$ cat config.mk
export PLATFORM = sky130hd
export DESIGN_NAME = fifo_flush_arbiter
export DESIGN_NICKNAME = d
export VERILOG_FILES = /design/src/rtl/fifo_flush_pkg.sv /design/src/rtl/fifo_rr_arbiter.sv /design/src/rtl/fifo_flush_arbiter.sv
export SDC_FILE = /design/constraint.sdc
export NUM_CORES = 1
export LEC_CHECK = 0
export ABC_AREA = 1
export BUFFER_PORTS_ARGS = -buffer_cell sky130_fd_sc_hd__buf_2
export CORE_MARGIN = 8
export CORE_UTILIZATION = 30
export DETAILED_ROUTE_END_ITERATION = 12
export MAX_ROUTING_LAYER = met4
export PLACE_DENSITY_LB_ADDON = 0.1
export REMOVE_ABC_BUFFERS = 1
export SLEW_MARGIN = 20
export SYNTH_ARGS = -nofsm -noshare
export SYNTH_HDL_FRONTEND = slang
export SYNTH_HIERARCHICAL = 1
export SYNTH_SLANG_ARGS = --single-unit
$ cat constraint.sdc
create_clock -name clk -period 2.4 [get_ports clk]
set_input_delay 0.12 -clock clk [delete_from_list [all_inputs] [get_ports clk]]
set_output_delay 0.12 -clock clk [all_outputs]
set_load 0.005 [all_outputs]
$ cat src/rtl/fifo_flush_pkg.sv
// Shared types and constants for the FIFO flush arbiter slice.
package fifo_flush_pkg;

    typedef enum logic [1:0] {
        ST_RUN   = 2'd0,
        ST_DRAIN = 2'd1,
        ST_DONE  = 2'd2
    } flush_state_e;

    localparam int unsigned DEF_DATA_W = 4;
    localparam int unsigned DEF_DEPTH  = 32;

    // Drain counter must hold 0..depth inclusive.
    function automatic int unsigned cnt_width(input int unsigned depth);
        return 32'($clog2(depth)) + 32'd1;
    endfunction

endpackage

$ cat src/rtl/fifo_rr_arbiter.sv
// Round-robin arbiter: one-hot grant scanning upward from a registered pointer.
module fifo_rr_arbiter
    import fifo_flush_pkg::*;
#(
    parameter int unsigned NUM_REQ = 4
) (
    input  logic                       clk,
    input  logic                       reset,
    input  logic [NUM_REQ-1:0]         req,
    input  logic                       enable,
    input  logic                       ptr_update,
    output logic [NUM_REQ-1:0]         grant,
    output logic [$clog2(NUM_REQ)-1:0] grant_idx
);

    localparam int unsigned IDX_W = $clog2(NUM_REQ);

    logic [IDX_W-1:0] ptr_q;
    logic [IDX_W-1:0] ptr_next;
    logic             found;
    int unsigned      k;

    // First asserted request at or above the pointer, wrapping mod NUM_REQ.
    always_comb begin
        grant     = '0;
        grant_idx = '0;
        found     = 1'b0;
        k         = 0;
        for (int unsigned i = 0; i < NUM_REQ; i++) begin
            k = 32'(ptr_q) + i;
            if (k >= NUM_REQ) begin
                k = k - NUM_REQ;
            end
            if (enable && !found && req[IDX_W'(k)]) begin
                found                 = 1'b1;
                grant[IDX_W'(k)]      = 1'b1;
                grant_idx             = IDX_W'(k);
            end
        end
    end

    assign ptr_next = (grant_idx == IDX_W'(NUM_REQ - 1)) ? '0 : grant_idx + IDX_W'(1);

    always_ff @(posedge clk) begin
        if (reset) begin
            ptr_q <= '0;
        end else if (ptr_update) begin
            ptr_q <= ptr_next;
        end
    end

endmodule

$ cat src/rtl/fifo_flush_arbiter.sv
// Write arbiter and flush/drain controller in front of a flush-capable FIFO.
// Optional drain timeout enabled by defining FIFO_FLUSH_TIMEOUT_EN.
module fifo_flush_arbiter
    import fifo_flush_pkg::*;
#(
    parameter int unsigned NUM_REQ       = 4,
    parameter int unsigned DATA_W        = DEF_DATA_W,
    parameter int unsigned DEPTH         = DEF_DEPTH,
    parameter int unsigned DRAIN_TIMEOUT = 64
) (
    input  logic                        clk,
    input  logic                        reset,
    input  logic [NUM_REQ-1:0]          req_valid_i,
    input  logic [NUM_REQ*DATA_W-1:0]   req_data_i,
    output logic [NUM_REQ-1:0]          req_ready_o,
    input  logic                        flush_req_i,
    output logic                        flush_busy_o,
    output logic                        flush_done_o,
    output logic [$clog2(DEPTH):0]      drained_count_o,
    output logic                        fifo_wr_valid_o,
    output logic [DATA_W-1:0]           fifo_wr_data_o,
    output logic                        fifo_rd_valid_o,
    input  logic                        fifo_full_i,
    input  logic                        fifo_empty_i
`ifdef FIFO_FLUSH_TIMEOUT_EN
    ,
    output logic                        flush_timeout_o
`endif
);

    localparam int unsigned IDX_W = $clog2(NUM_REQ);
    localparam int unsigned CNT_W = cnt_width(DEPTH);

    if (NUM_REQ < 2 || NUM_REQ > 8 || DRAIN_TIMEOUT < 1) begin : g_bad_param
        $error("fifo_flush_arbiter: NUM_REQ must be 2..8 and DRAIN_TIMEOUT >= 1");
    end

    flush_state_e       state_q;
    flush_state_e       state_d;
    logic               arb_en;
    logic [NUM_REQ-1:0] grant;
    logic [IDX_W-1:0]   grant_idx;
    logic               wr_fire;
    logic               rd_fire;
    logic               timeout_hit;
    logic [CNT_W-1:0]   cnt_q;

    // Writes are only granted in RUN, with space available and no flush pending.
    assign arb_en  = !reset && (state_q == ST_RUN) && !fifo_full_i && !flush_req_i;
    assign wr_fire = |(req_valid_i & grant);
    assign rd_fire = !reset && (state_q == ST_DRAIN) && !fifo_empty_i;

    fifo_rr_arbiter #(
        .NUM_REQ    (NUM_REQ)
    ) u_rr_arbiter (
        .clk        (clk),
        .reset      (reset),
        .req        (req_valid_i),
        .enable     (arb_en),
        .ptr_update (wr_fire),
        .grant      (grant),
        .grant_idx  (grant_idx)
    );

`ifdef FIFO_FLUSH_TIMEOUT_EN
    localparam int unsigned TO_W = $clog2(DRAIN_TIMEOUT + 1);

    logic [TO_W-1:0] drain_cyc_q;
    logic            timeout_q;

    // Fires on the last allowed drain cycle if the FIFO still holds data.
    assign timeout_hit = (state_q == ST_DRAIN) && !fifo_empty_i &&
                         (drain_cyc_q == TO_W'(DRAIN_TIMEOUT - 1));

    always_ff @(posedge clk) begin
        if (reset) begin
            drain_cyc_q <= '0;
            timeout_q   <= 1'b0;
        end else begin
            timeout_q <= timeout_hit;
            if (state_q != ST_DRAIN) begin
                drain_cyc_q <= '0;
            end else begin
                drain_cyc_q <= drain_cyc_q + TO_W'(1);
            end
        end
    end
`else
    assign timeout_hit = 1'b0;
`endif

    // State register.
    always_ff @(posedge clk) begin
        if (reset) begin
            state_q <= ST_RUN;
        end else begin
            state_q <= state_d;
        end
    end

    // Next-state logic; flush requests outside RUN are ignored.
    always_comb begin
        state_d = state_q;
        case (state_q)
            ST_RUN: begin
                if (flush_req_i) begin
                    state_d = ST_DRAIN;
                end
            end
            ST_DRAIN: begin
                if (fifo_empty_i || timeout_hit) begin
                    state_d = ST_DONE;
                end
            end
            ST_DONE: begin
                state_d = ST_RUN;
            end
            default: begin
                state_d = ST_RUN;
            end
        endcase
    end

    // Output logic; everything is forced low while reset is asserted.
    always_comb begin
        req_ready_o     = '0;
        fifo_wr_valid_o = 1'b0;
        fifo_wr_data_o  = '0;
        fifo_rd_valid_o = 1'b0;
        flush_busy_o    = 1'b0;
        flush_done_o    = 1'b0;
`ifdef FIFO_FLUSH_TIMEOUT_EN
        flush_timeout_o = 1'b0;
`endif
        if (!reset) begin
            req_ready_o     = grant;
            fifo_wr_valid_o = wr_fire;
            fifo_rd_valid_o = rd_fire;
            flush_busy_o    = (state_q != ST_RUN);
            flush_done_o    = (state_q == ST_DONE);
`ifdef FIFO_FLUSH_TIMEOUT_EN
            flush_timeout_o = (state_q == ST_DONE) && timeout_q;
`endif
            for (int unsigned j = 0; j < NUM_REQ; j++) begin
                if (wr_fire && (grant_idx == IDX_W'(j))) begin
                    fifo_wr_data_o = DATA_W'(req_data_i >> (j * DATA_W));
                end
            end
        end
    end

    // Drained entry count: cleared when a flush starts, saturates at DEPTH.
    always_ff @(posedge clk) begin
        if (reset) begin
            cnt_q <= '0;
        end else if ((state_q == ST_RUN) && (state_d == ST_DRAIN)) begin
            cnt_q <= '0;
        end else if (rd_fire && (cnt_q != CNT_W'(DEPTH))) begin
            cnt_q <= cnt_q + CNT_W'(1);
        end
    end

    assign drained_count_o = cnt_q;

endmodule

==> results of run 1 <==
state kept, by name, summed over array words and instances, names as in the netlist, named ones only:
| signal | cells |
|---|---|
| drained_count_o | 6 |
| state_q | 2 |
| u_rr_arbiter/ptr_q | 1 |
synthesized netlist by cell type:
library cell               number  area (µm²)
sky130_fd_sc_hd__a21oi_1       13        65.1
sky130_fd_sc_hd__nor2_1        19        71.3
sky130_fd_sc_hd__nor2_2         3        18.8
sky130_fd_sc_hd__nor3_1         4        20.0
sky130_fd_sc_hd__inv_1         38         143
sky130_fd_sc_hd__ha_1          10         125
sky130_fd_sc_hd__o21ai_0       10        50.1
sky130_fd_sc_hd__dfxtp_1       10         200
sky130_fd_sc_hd__xor2_1         3        26.3
sky130_fd_sc_hd__buf_6          2        22.5
sky130_fd_sc_hd__nand3_2        5        50.1
sky130_fd_sc_hd__or2_2          1        6.26
sky130_fd_sc_hd__nand2_2        7        43.8
sky130_fd_sc_hd__nand3b_1       3        22.5
sky130_fd_sc_hd__o211ai_1       1        7.51
sky130_fd_sc_hd__nand3_1       23         115
sky130_fd_sc_hd__inv_2          4        15.0
sky130_fd_sc_hd__nand2_1       59         221
sky130_fd_sc_hd__nor2_8         1        20.0
sky130_fd_sc_hd__clkinv_4       2        17.5
sky130_fd_sc_hd__nor2_4         3        33.8
sky130_fd_sc_hd__nand2_4        5        56.3
sky130_fd_sc_hd__nand4_1        2        12.5
sky130_fd_sc_hd__clkinv_1       2        7.51
sky130_fd_sc_hd__nand3_4        1        17.5
sky130_fd_sc_hd__nor4_1         1        6.26
cell usage in the layout, fill, tap and decap left out, types with 9 or more instances in the layout:
cell                       n
sky130_fd_sc_hd__nand2_1  53
sky130_fd_sc_hd__buf_2    42
sky130_fd_sc_hd__inv_1    30
sky130_fd_sc_hd__buf_4    25
sky130_fd_sc_hd__nand3_1  22
sky130_fd_sc_hd__nor2_1   16
sky130_fd_sc_hd__nand2_2  10
sky130_fd_sc_hd__inv_2    10
sky130_fd_sc_hd__nand2_4   9
sky130_fd_sc_hd__a21oi_1   9
sky130_fd_sc_hd__ha_1      9
worst max-delay path, stage by stage (launching register included):
cell and delay [ns]:
sky130_fd_sc_hd__dfxtp_2 0.34, sky130_fd_sc_hd__inv_2 0.06, sky130_fd_sc_hd__ha_4 0.29, sky130_fd_sc_hd__nand3_2 0.13, sky130_fd_sc_hd__nand2_4 0.10, sky130_fd_sc_hd__nand4_1 0.14
sky130_fd_sc_hd__inv_2 0.14, sky130_fd_sc_hd__a21oi_2 0.06, sky130_fd_sc_hd__o21ai_1 0.10, sky130_fd_sc_hd__nand2_1 0.08, sky130_fd_sc_hd__nand2_2 0.09, sky130_fd_sc_hd__inv_2 0.05
sky130_fd_sc_hd__buf_4 0.13, sky130_fd_sc_hd__nand2_4 0.08, sky130_fd_sc_hd__nand3_1 0.06, sky130_fd_sc_hd__nand2_1 0.05, sky130_fd_sc_hd__inv_1 0.03, sky130_fd_sc_hd__nand2_1 0.05
sky130_fd_sc_hd__inv_1 0.03, sky130_fd_sc_hd__buf_2 0.11
cells by family after synthesis:
| family | synth area share, % |
|---|---|
| AO/OA/AOI/OAI | 8.79 |
| XOR/XNOR | 1.88 |
| adder cells (fa/ha/maj) | 8.97 |
| buffers and inverters | 14.7 |
| flip-flops | 14.3 |
| AND/OR/NAND/NOR | 51.3 |
stage by stage:
stage	worst slack (ns)	TNS, ns	util [%]	hold WS (ns)	cells
finish	-0.111	-0.354	45.8	0.180	360
global route	-0.305	-1.35	45.8	0.178	360
CTS	-0.0396	-0.0908	44.7	0.176	359
detailed placement	-0.116	-0.362	39.3	0.434	347
global placement	-0.113	-0.349	39.3	0.421	347
floorplan	-0.0834	-0.363	-	0.199	230
worst max-delay path by stage:
stage | endpoint | startpoint | slack, ns
detailed placement | fifo_wr_data_o[0] | register | -0.12
finish | fifo_wr_data_o[2] | register | -0.11
global route | fifo_wr_data_o[3] | register | -0.31
global placement | fifo_wr_data_o[0] | register | -0.11
floorplan | fifo_wr_data_o[0] | register | -0.08
CTS | fifo_wr_data_o[0] | u_rr_arbiter/ptr_q[1]$_SDFFE_PP0P_ | -0.04
cell type report:
class / count / area [µm²]
well taps: 54 / 67.6
clock buffers: 4 / 55.1
flip-flops and latches: 10 / 204
inverters: 46 / 188
repair buffers: 71 / 443
multi-input cells: 175 / 1150
fillers: 483 / 2490
timing repair:
| item | 4_1_cts | 5_1_grt |
|---|---|---|
| gates resized for setup | 49 | 11 |
| buffers inserted | 7 | 2 |
| endpoints found under the hold margin | 0 | 0 |
| setup endpoints to repair | 5 | 7 |
| pin swaps | 8 | 10 |
| cloned | 1 | 0 |
power by group through the flow:
stage	logic [W]	registers, W	clock network, W
2_1_floorplan	0.000121	0.000181	0
5_1_grt	0.000283	0.000177	0.000231
3_3_place_gp	0.000208	0.000177	0
6_report	0.000254	0.000176	0.000213
3_5_place_dp	0.000206	0.000177	0
4_1_cts	0.000243	0.000175	0.000221
metal layers:
metal  vias to the layer above  GRT usage (%)  wire [µm]  share of wire, %
met3                         5           2.03        122               3.0
met2                        21           21.2       2180                53
li1                        880              -          -                 -
met4                         0           3.77         40              0.97
met5                         -              -          0                 0
met1                       729           13.2       1790                43
==> load_flow_metrics.sql, run 1 <==
INSERT INTO impl_metrics (metric_group, metric, value, unit) VALUES
('detailed_routing', 'drt_iter0_drc', '51', ''),
('setup_path', 'worstPathRequired', '2.28', 'ns'),
('power', 'sequentialPowerShare', '27.4', '%'),
('setup_path', 'length_in_cells_of_the_worst_reg_to_reg_path', '18', ''),
('synthesis', 'synth_seq_area_share', '14.3', '%'),
('clock_network', 'clock_root_buffer', 'sky130_fd_sc_hd__clkbuf_8', ''),
('power', 'p_per_area', '306', 'nW/µm²'),
('floorplanning', 'floorplan.core_area', '4600', 'µm²'),
('power', 'p_leak', '1.10', 'nW'),
('global_routing', 'globalRoute.totalOverflow', '0', ''),
('sta', 'fin_skew', '0.00314', 'ns'),
('clock_network', 'clock_insertion_delay_worst_skew', '0.24', 'ns'),
('power', 'intPower', '0.000421', 'W'),
('sta', 'maxClockFrequency', '0.398', 'GHz'),
('floorplanning', 'floorplan.initialDensity', '30.3', '%'),
('flow_run', 'cap_viol_max_count', '0', ''),
('outcome', 'outcome', 'finished with violations', ''),
('cells_and_area', 'n_antenna_cell', '0', ''),
('hold_path', 'hold_path_depth', '3', ''),
('synthesis', 'postSynthRegisterBits', '10', ''),
('setup_path', 'critical_path.max_fanout', '5', ''),
('cells_and_area', 'fin_nets', '342', ''),
('detailed_routing', 'remaining_antenna_violation_count_after_routing', '0', ''),
('setup_path', 'timing.critical_path.from_type', 'register', ''),
('synthesis', 'yosysWarnings', '6', ''),
('detailed_routing', 'drcViolationCount', '0', ''),
('sta', 'tightest_slew', '0.219', 'ns'),
('clock_network', 'htree_levels', '1', ''),
('synthesis', 'mappedNetlistArea', '1400', 'µm²'),
('global_routing', 'pin_count_of_the_biggest_net_entering_global_routing', '12', ''),
('power', 'design_power_total', '0.000644', 'W'),
('power', 'clock_power_share', '33.1', '%'),
('floorplanning', 'die-height', '84.2', 'µm'),
('outcome', 'failing_checks', 'setup timing', ''),
('sta', 'worst_slack', '-0.111', 'ns'),
('power', 'power.switching', '0.000222', 'W'),
('hold_path', 'holdCritPathClass', 'input port to register', ''),
('setup_path', 'rrSetupSlack', '0.09', 'ns'),
('setup_path', 'worst_ep_arrival_time', '2.39', 'ns'),
('setup_path', 'critical_path.endpoint_type', 'primary output', ''),
('detailed_routing', 'detailroute.via_count', '1635', ''),
('global_routing', 'grt_use_total', '12.0', '%'),
('floorplanning', 'floorplan.rows', '25', ''),
('cells_and_area', 'fraction_of_layout_instances_using_a_drive_strength_above_1', '47.1', '%'),
('sta', 'slew-limit-headroom', '85.4', '%'),
('synthesis', 'synthDistinctLibCells', '26', ''),
('floorplanning', 'fp.dieArea', '7090', 'µm²'),
('setup_path', 'critPathKind', 'register to primary output', ''),
('sta', 'grt_setup_unrepaired', 'yes', ''),
('placed_design', 'place.detailed.hpwl', '3.22', 'mm'),
('cells_and_area', 'final_cell_area', '2110', 'µm²'),
('sta', 'final_report_hold_violation_count', '0', ''),
('global_routing', 'via_count_of_the_first_global_routing_pass', '1620', ''),
('placed_design', 'finalWeightedCongestion', '0.795', ''),
('sta', 'fin_crit_sh', '105', '%'),
('power', 'peakVddDrop', '0.128', 'mV'),
('clock_network', 'cts_hold_buf', '0', ''),
('clock_network', 'clkSinkCount', '10', ''),
('synthesis', 'postSynthCellCount', '232', ''),
('hold_path', 'hold_start', 'fifo_empty_i', ''),
('detailed_routing', 'drtPass1Iterations', '4', ''),
('sta', 'final-max-slew-violation-count', '0', ''),
('detailed_routing', 'wl_per_cell', '11.5', 'µm'),
('clock_network', 'clk_path_buf_depth', '2', ''),
('detailed_routing', 'post_drt_via_cell_ratio', '4.54', ''),
('detailed_routing', 'route.final.wire_length', '4.14', 'mm'),
('floorplanning', 'chipWidth', '84.2', 'µm'),
('hold_path', 'min_delay_worst_endpoint', 'state_q[1]$_SDFF_PP0_', ''),
('clock_network', 'cts.reportedPaths.clkPinSlew', '0.05', 'ns'),
('power', 'p_sw_share', '34.6', '%'),
('synthesis', 'avgSynthCellArea', '6.01', 'µm²'),
('cells_and_area', 'layout-area-overhead-vs-synth', '50.9', '%'),
('placed_design', 'port_buffers', '42', ''),
('sta', 'minimum_clock_period_after_layout', '2.51', 'ns'),
('global_routing', 'grt_pass1_wl', '7.07', 'mm'),
('clock_network', 'tritoncts.num_buffers', '3', ''),
('power', 'p_comb_share', '39.5', '%'),
('sta', 'setup_viol', '4', ''),
('global_routing', 'grt_antenna_before_repair', '0', ''),
('clock_network', 'tritoncts', 'built', ''),
('placed_design', 'postPlaceCellArea', '1810', 'µm²'),
('floorplanning', 'ioPinCount', '43', '');
No activity file was read; power rests on OpenSTA's default activity.
==> run 2: changes to the inputs <==
--- a/config.mk
+++ b/config.mk
@@ -7,12 +7,14 @@
 export LEC_CHECK = 0
 export ABC_AREA = 1
 export BUFFER_PORTS_ARGS = -buffer_cell sky130_fd_sc_hd__buf_2
+export CAP_MARGIN = 0
 export CORE_MARGIN = 8
 export CORE_UTILIZATION = 30
 export DETAILED_ROUTE_END_ITERATION = 12
 export MAX_ROUTING_LAYER = met4
 export PLACE_DENSITY_LB_ADDON = 0.1
 export REMOVE_ABC_BUFFERS = 1
+export SETUP_SLACK_MARGIN = 0.2
 export SLEW_MARGIN = 20
 export SYNTH_ARGS = -nofsm -noshare
 export SYNTH_HDL_FRONTEND = slang
==> constraint.sdc (replaced) <==
create_clock -name clk -period 2.4 [get_ports clk]
set_input_delay 0.12 -clock clk [delete_from_list [all_inputs] [get_ports clk]]
set_output_delay 0.12 -clock clk [all_outputs]
set_load 0.01 [all_outputs]
==> run 2 against run 1 <==
  * The run still ends with setup timing left
  * Clock skew down 0.0026 ns
  * Non-clock buffer count is 7 higher
  * Global-route usage is 0.43 points higher
  * Clock power is essentially flat
  * Routed wire length increased by 2.6%
==> load_flow_metrics.sql, run 2 (synthesis results as in run 1) <==
INSERT INTO impl_metrics (metric_group, metric, value, unit) VALUES
('outcome', 'failing_checks', 'setup timing', ''),
('detailed_routing', 'detailroute.via_count', '1674', ''),
('power', 'sequentialPowerShare', '26.8', '%'),
('cells_and_area', 'n_antenna_cell', '0', ''),
('setup_path', 'critPathKind', 'register to primary output', ''),
('power', 'power.switching', '0.000229', 'W'),
('floorplanning', 'chipWidth', '84.2', 'µm'),
('setup_path', 'critical_path.endpoint_type', 'primary output', ''),
('clock_network', 'htree_levels', '1', ''),
('setup_path', 'rrSetupSlack', '0.04', 'ns'),
('sta', 'final-max-slew-violation-count', '0', ''),
('power', 'clock_power_share', '32.5', '%'),
('setup_path', 'timing.critical_path.from_type', 'register', ''),
('sta', 'minimum_clock_period_after_layout', '2.48', 'ns'),
('power', 'intPower', '0.000429', 'W'),
('sta', 'fin_crit_sh', '104', '%'),
('power', 'p_per_area', '294', 'nW/µm²'),
('global_routing', 'via_count_of_the_first_global_routing_pass', '1715', ''),
('cells_and_area', 'fin_nets', '349', ''),
('floorplanning', 'ioPinCount', '43', ''),
('placed_design', 'numPlacedInstances', '348', ''),
('hold_path', 'holdCritPathClass', 'input port to register', ''),
('power', 'p_comb_share', '40.7', '%'),
('detailed_routing', 'route.final.wire_length', '4.24', 'mm'),
('clock_network', 'clock_insertion_delay_worst_skew', '0.24', 'ns'),
('setup_path', 'worstPathRequired', '2.28', 'ns'),
('sta', 'slew-limit-headroom', '84.2', '%'),
('cells_and_area', 'finished_core_util', '48.6', '%'),
('clock_network', 'tritoncts', 'built', ''),
('cells_and_area', 'fraction_of_layout_instances_using_a_drive_strength_above_1', '52.1', '%'),
('sta', 'final_report_hold_violation_count', '0', ''),
('cells_and_area', 'area.sequential', '205', 'µm²'),
('cells_and_area', 'final_cell_mix', '51 x sky130_fd_sc_hd__nand2_1, 42 x sky130_fd_sc_hd__buf_2, 27 x sky130_fd_sc_hd__inv_1', ''),
('global_routing', 'grt_pass1_wl', '7.30', 'mm'),
('power', 'p_leak', '1.17', 'nW'),
('cells_and_area', 'multi_input_comb_area', '1190', 'µm²'),
('flow_run', 'cap_viol_max_count', '0', ''),
('global_routing', 'grt_antenna_before_repair', '0', ''),
('outcome', 'outcome', 'finished with violations', ''),
('floorplanning', 'floorplan.core_area', '4600', 'µm²'),
('detailed_routing', 'drtPass1Iterations', '4', ''),
('cells_and_area', 'largest_reg_flops', '6', ''),
('clock_network', 'clock_root_buffer', 'sky130_fd_sc_hd__clkbuf_8', ''),
('floorplanning', 'floorplan.initialDensity', '30.3', '%'),
('global_routing', 'grt_use_total', '12.4', '%'),
('floorplanning', 'fp.dieArea', '7090', 'µm²'),
('detailed_routing', 'remaining_antenna_violation_count_after_routing', '0', ''),
('floorplanning', 'floorplan.rows', '25', ''),
('power', 'peakVddDrop', '0.129', 'mV'),
('cells_and_area', 'stdcell_count', '367', ''),
('cells_and_area', 'layout.cells.most_common', 'sky130_fd_sc_hd__nand2_1', ''),
('sta', 'tightest_slew', '0.236', 'ns'),
('global_routing', 'globalRoute.totalOverflow', '0', ''),
('power', 'design_power_total', '0.000658', 'W'),
('cells_and_area', 'n_fill_cell', '492', ''),
('sta', 'setup_viol', '4', ''),
('sta', 'finalSetupTns', '-0.320', 'ns'),
('sta', 'worst_slack', '-0.0845', 'ns'),
('clock_network', 'clk_path_buf_depth', '2', ''),
('placed_design', 'port_buffers', '42', ''),
('floorplanning', 'die-height', '84.2', 'µm'),
('detailed_routing', 'drcViolationCount', '0', ''),
('detailed_routing', 'drt_iter0_drc', '39', ''),
('detailed_routing', 'wl_per_cell', '11.6', 'µm'),
('clock_network', 'tritoncts.num_buffers', '3', ''),
('placed_design', 'place.detailed.hpwl', '3.20', 'mm'),
('sta', 'maxClockFrequency', '0.402', 'GHz'),
('placed_design', 'finalWeightedCongestion', '0.808', ''),
('clock_network', 'cts.reportedPaths.clkPinSlew', '0.05', 'ns'),
('power', 'p_sw_share', '34.8', '%'),
('clock_network', 'clkSinkCount', '10', ''),
('setup_path', 'worst_ep_arrival_time', '2.36', 'ns'),
('setup_path', 'critical_path.max_fanout', '6', ''),
('global_routing', 'pin_count_of_the_biggest_net_entering_global_routing', '12', ''),
('detailed_routing', 'post_drt_via_cell_ratio', '4.56', ''),
('sta', 'grt_setup_unrepaired', 'yes', ''),
('cells_and_area', 'layout-area-overhead-vs-synth', '60.3', '%'),
('sta', 'worst_hold_slack', '0.167', 'ns'),
('sta', 'fin_skew', '0.000512', 'ns');
[run 2: worst max-delay path, stage by stage, from the launching register on]
cell	delay (ns)
sky130_fd_sc_hd__dfxtp_2	0.33
sky130_fd_sc_hd__inv_2	0.05
sky130_fd_sc_hd__ha_4	0.30
sky130_fd_sc_hd__inv_4	0.05
sky130_fd_sc_hd__nand3_4	0.07
sky130_fd_sc_hd__nand2_2	0.06
sky130_fd_sc_hd__nand4_1	0.14
sky130_fd_sc_hd__inv_2	0.09
sky130_fd_sc_hd__a21oi_2	0.16
sky130_fd_sc_hd__o21ai_2	0.08
sky130_fd_sc_hd__nand2_1	0.09
sky130_fd_sc_hd__nand2_2	0.07
sky130_fd_sc_hd__inv_2	0.08
sky130_fd_sc_hd__nand2_4	0.07
sky130_fd_sc_hd__buf_6	0.13
sky130_fd_sc_hd__nand3b_1	0.07
sky130_fd_sc_hd__nand3_1	0.07
sky130_fd_sc_hd__nor2_1	0.08
sky130_fd_sc_hd__buf_2	0.13
[run 2: worst paths after layout]
| path | from | endpoint | cells past startpoint |
|---|---|---|---|
| min reg2reg | drained_count_o[4]$_SDFFE_PP0P_ | drained_count_o[4]$_SDFFE_PP0P_ | 2 |
| max | register | fifo_wr_data_o[0] | 18 |
| max reg2reg | register | register | 20 |
| min | fifo_empty_i | state_q[1]$_SDFF_PP0_ | 3 |
[run 2: through the flow]
stage          area (µm²)  setup slack (ns)
2_1_floorplan        1370            -0.145
4_1_cts              2140           -0.0558
3_3_place_gp         1820            -0.107
5_1_grt              2240            -0.285
6_report             2240           -0.0845
3_5_place_dp         1820            -0.135
[run 2: timing repair]
action | CTS | global route
pin swaps | 15 | 17
hold buffers | 0 | 0
endpoints found under the setup margin | 11 | 10
resized for setup | 58 | 25
setup buffers | 12 | 2
cloned | 1 | 0
[run 2: final cells by class]
cell class,count,share of cell area [%]
Sequential cell,10,9.18
Timing Repair Buffer,78,23.8
Clock buffer,4,2.46
Inverter,46,8.39
Multi-Input combinational cell,175,53.1
Tap cell,54,3.02
[run 2: power groups by stage]
stage / logic (W) / registers [W] / clock network, W
after floorplan: 0.000123 / 0.000181 / 0
after global placement: 0.000212 / 0.000177 / 0
after detailed placement: 0.000210 / 0.000177 / 0
after CTS: 0.000251 / 0.000175 / 0.000223
after global routing: 0.000294 / 0.000177 / 0.000231
final: 0.000268 / 0.000176 / 0.000214
[run 2: per-layer routing]
metal,global-route usage [%],vias to the layer above,wire length (µm)
li1,-,891,-
met3,1.74,5,118
met2,22.7,26,2300
met1,12.9,752,1760
met4,5.02,0,63
met5,-,-,0
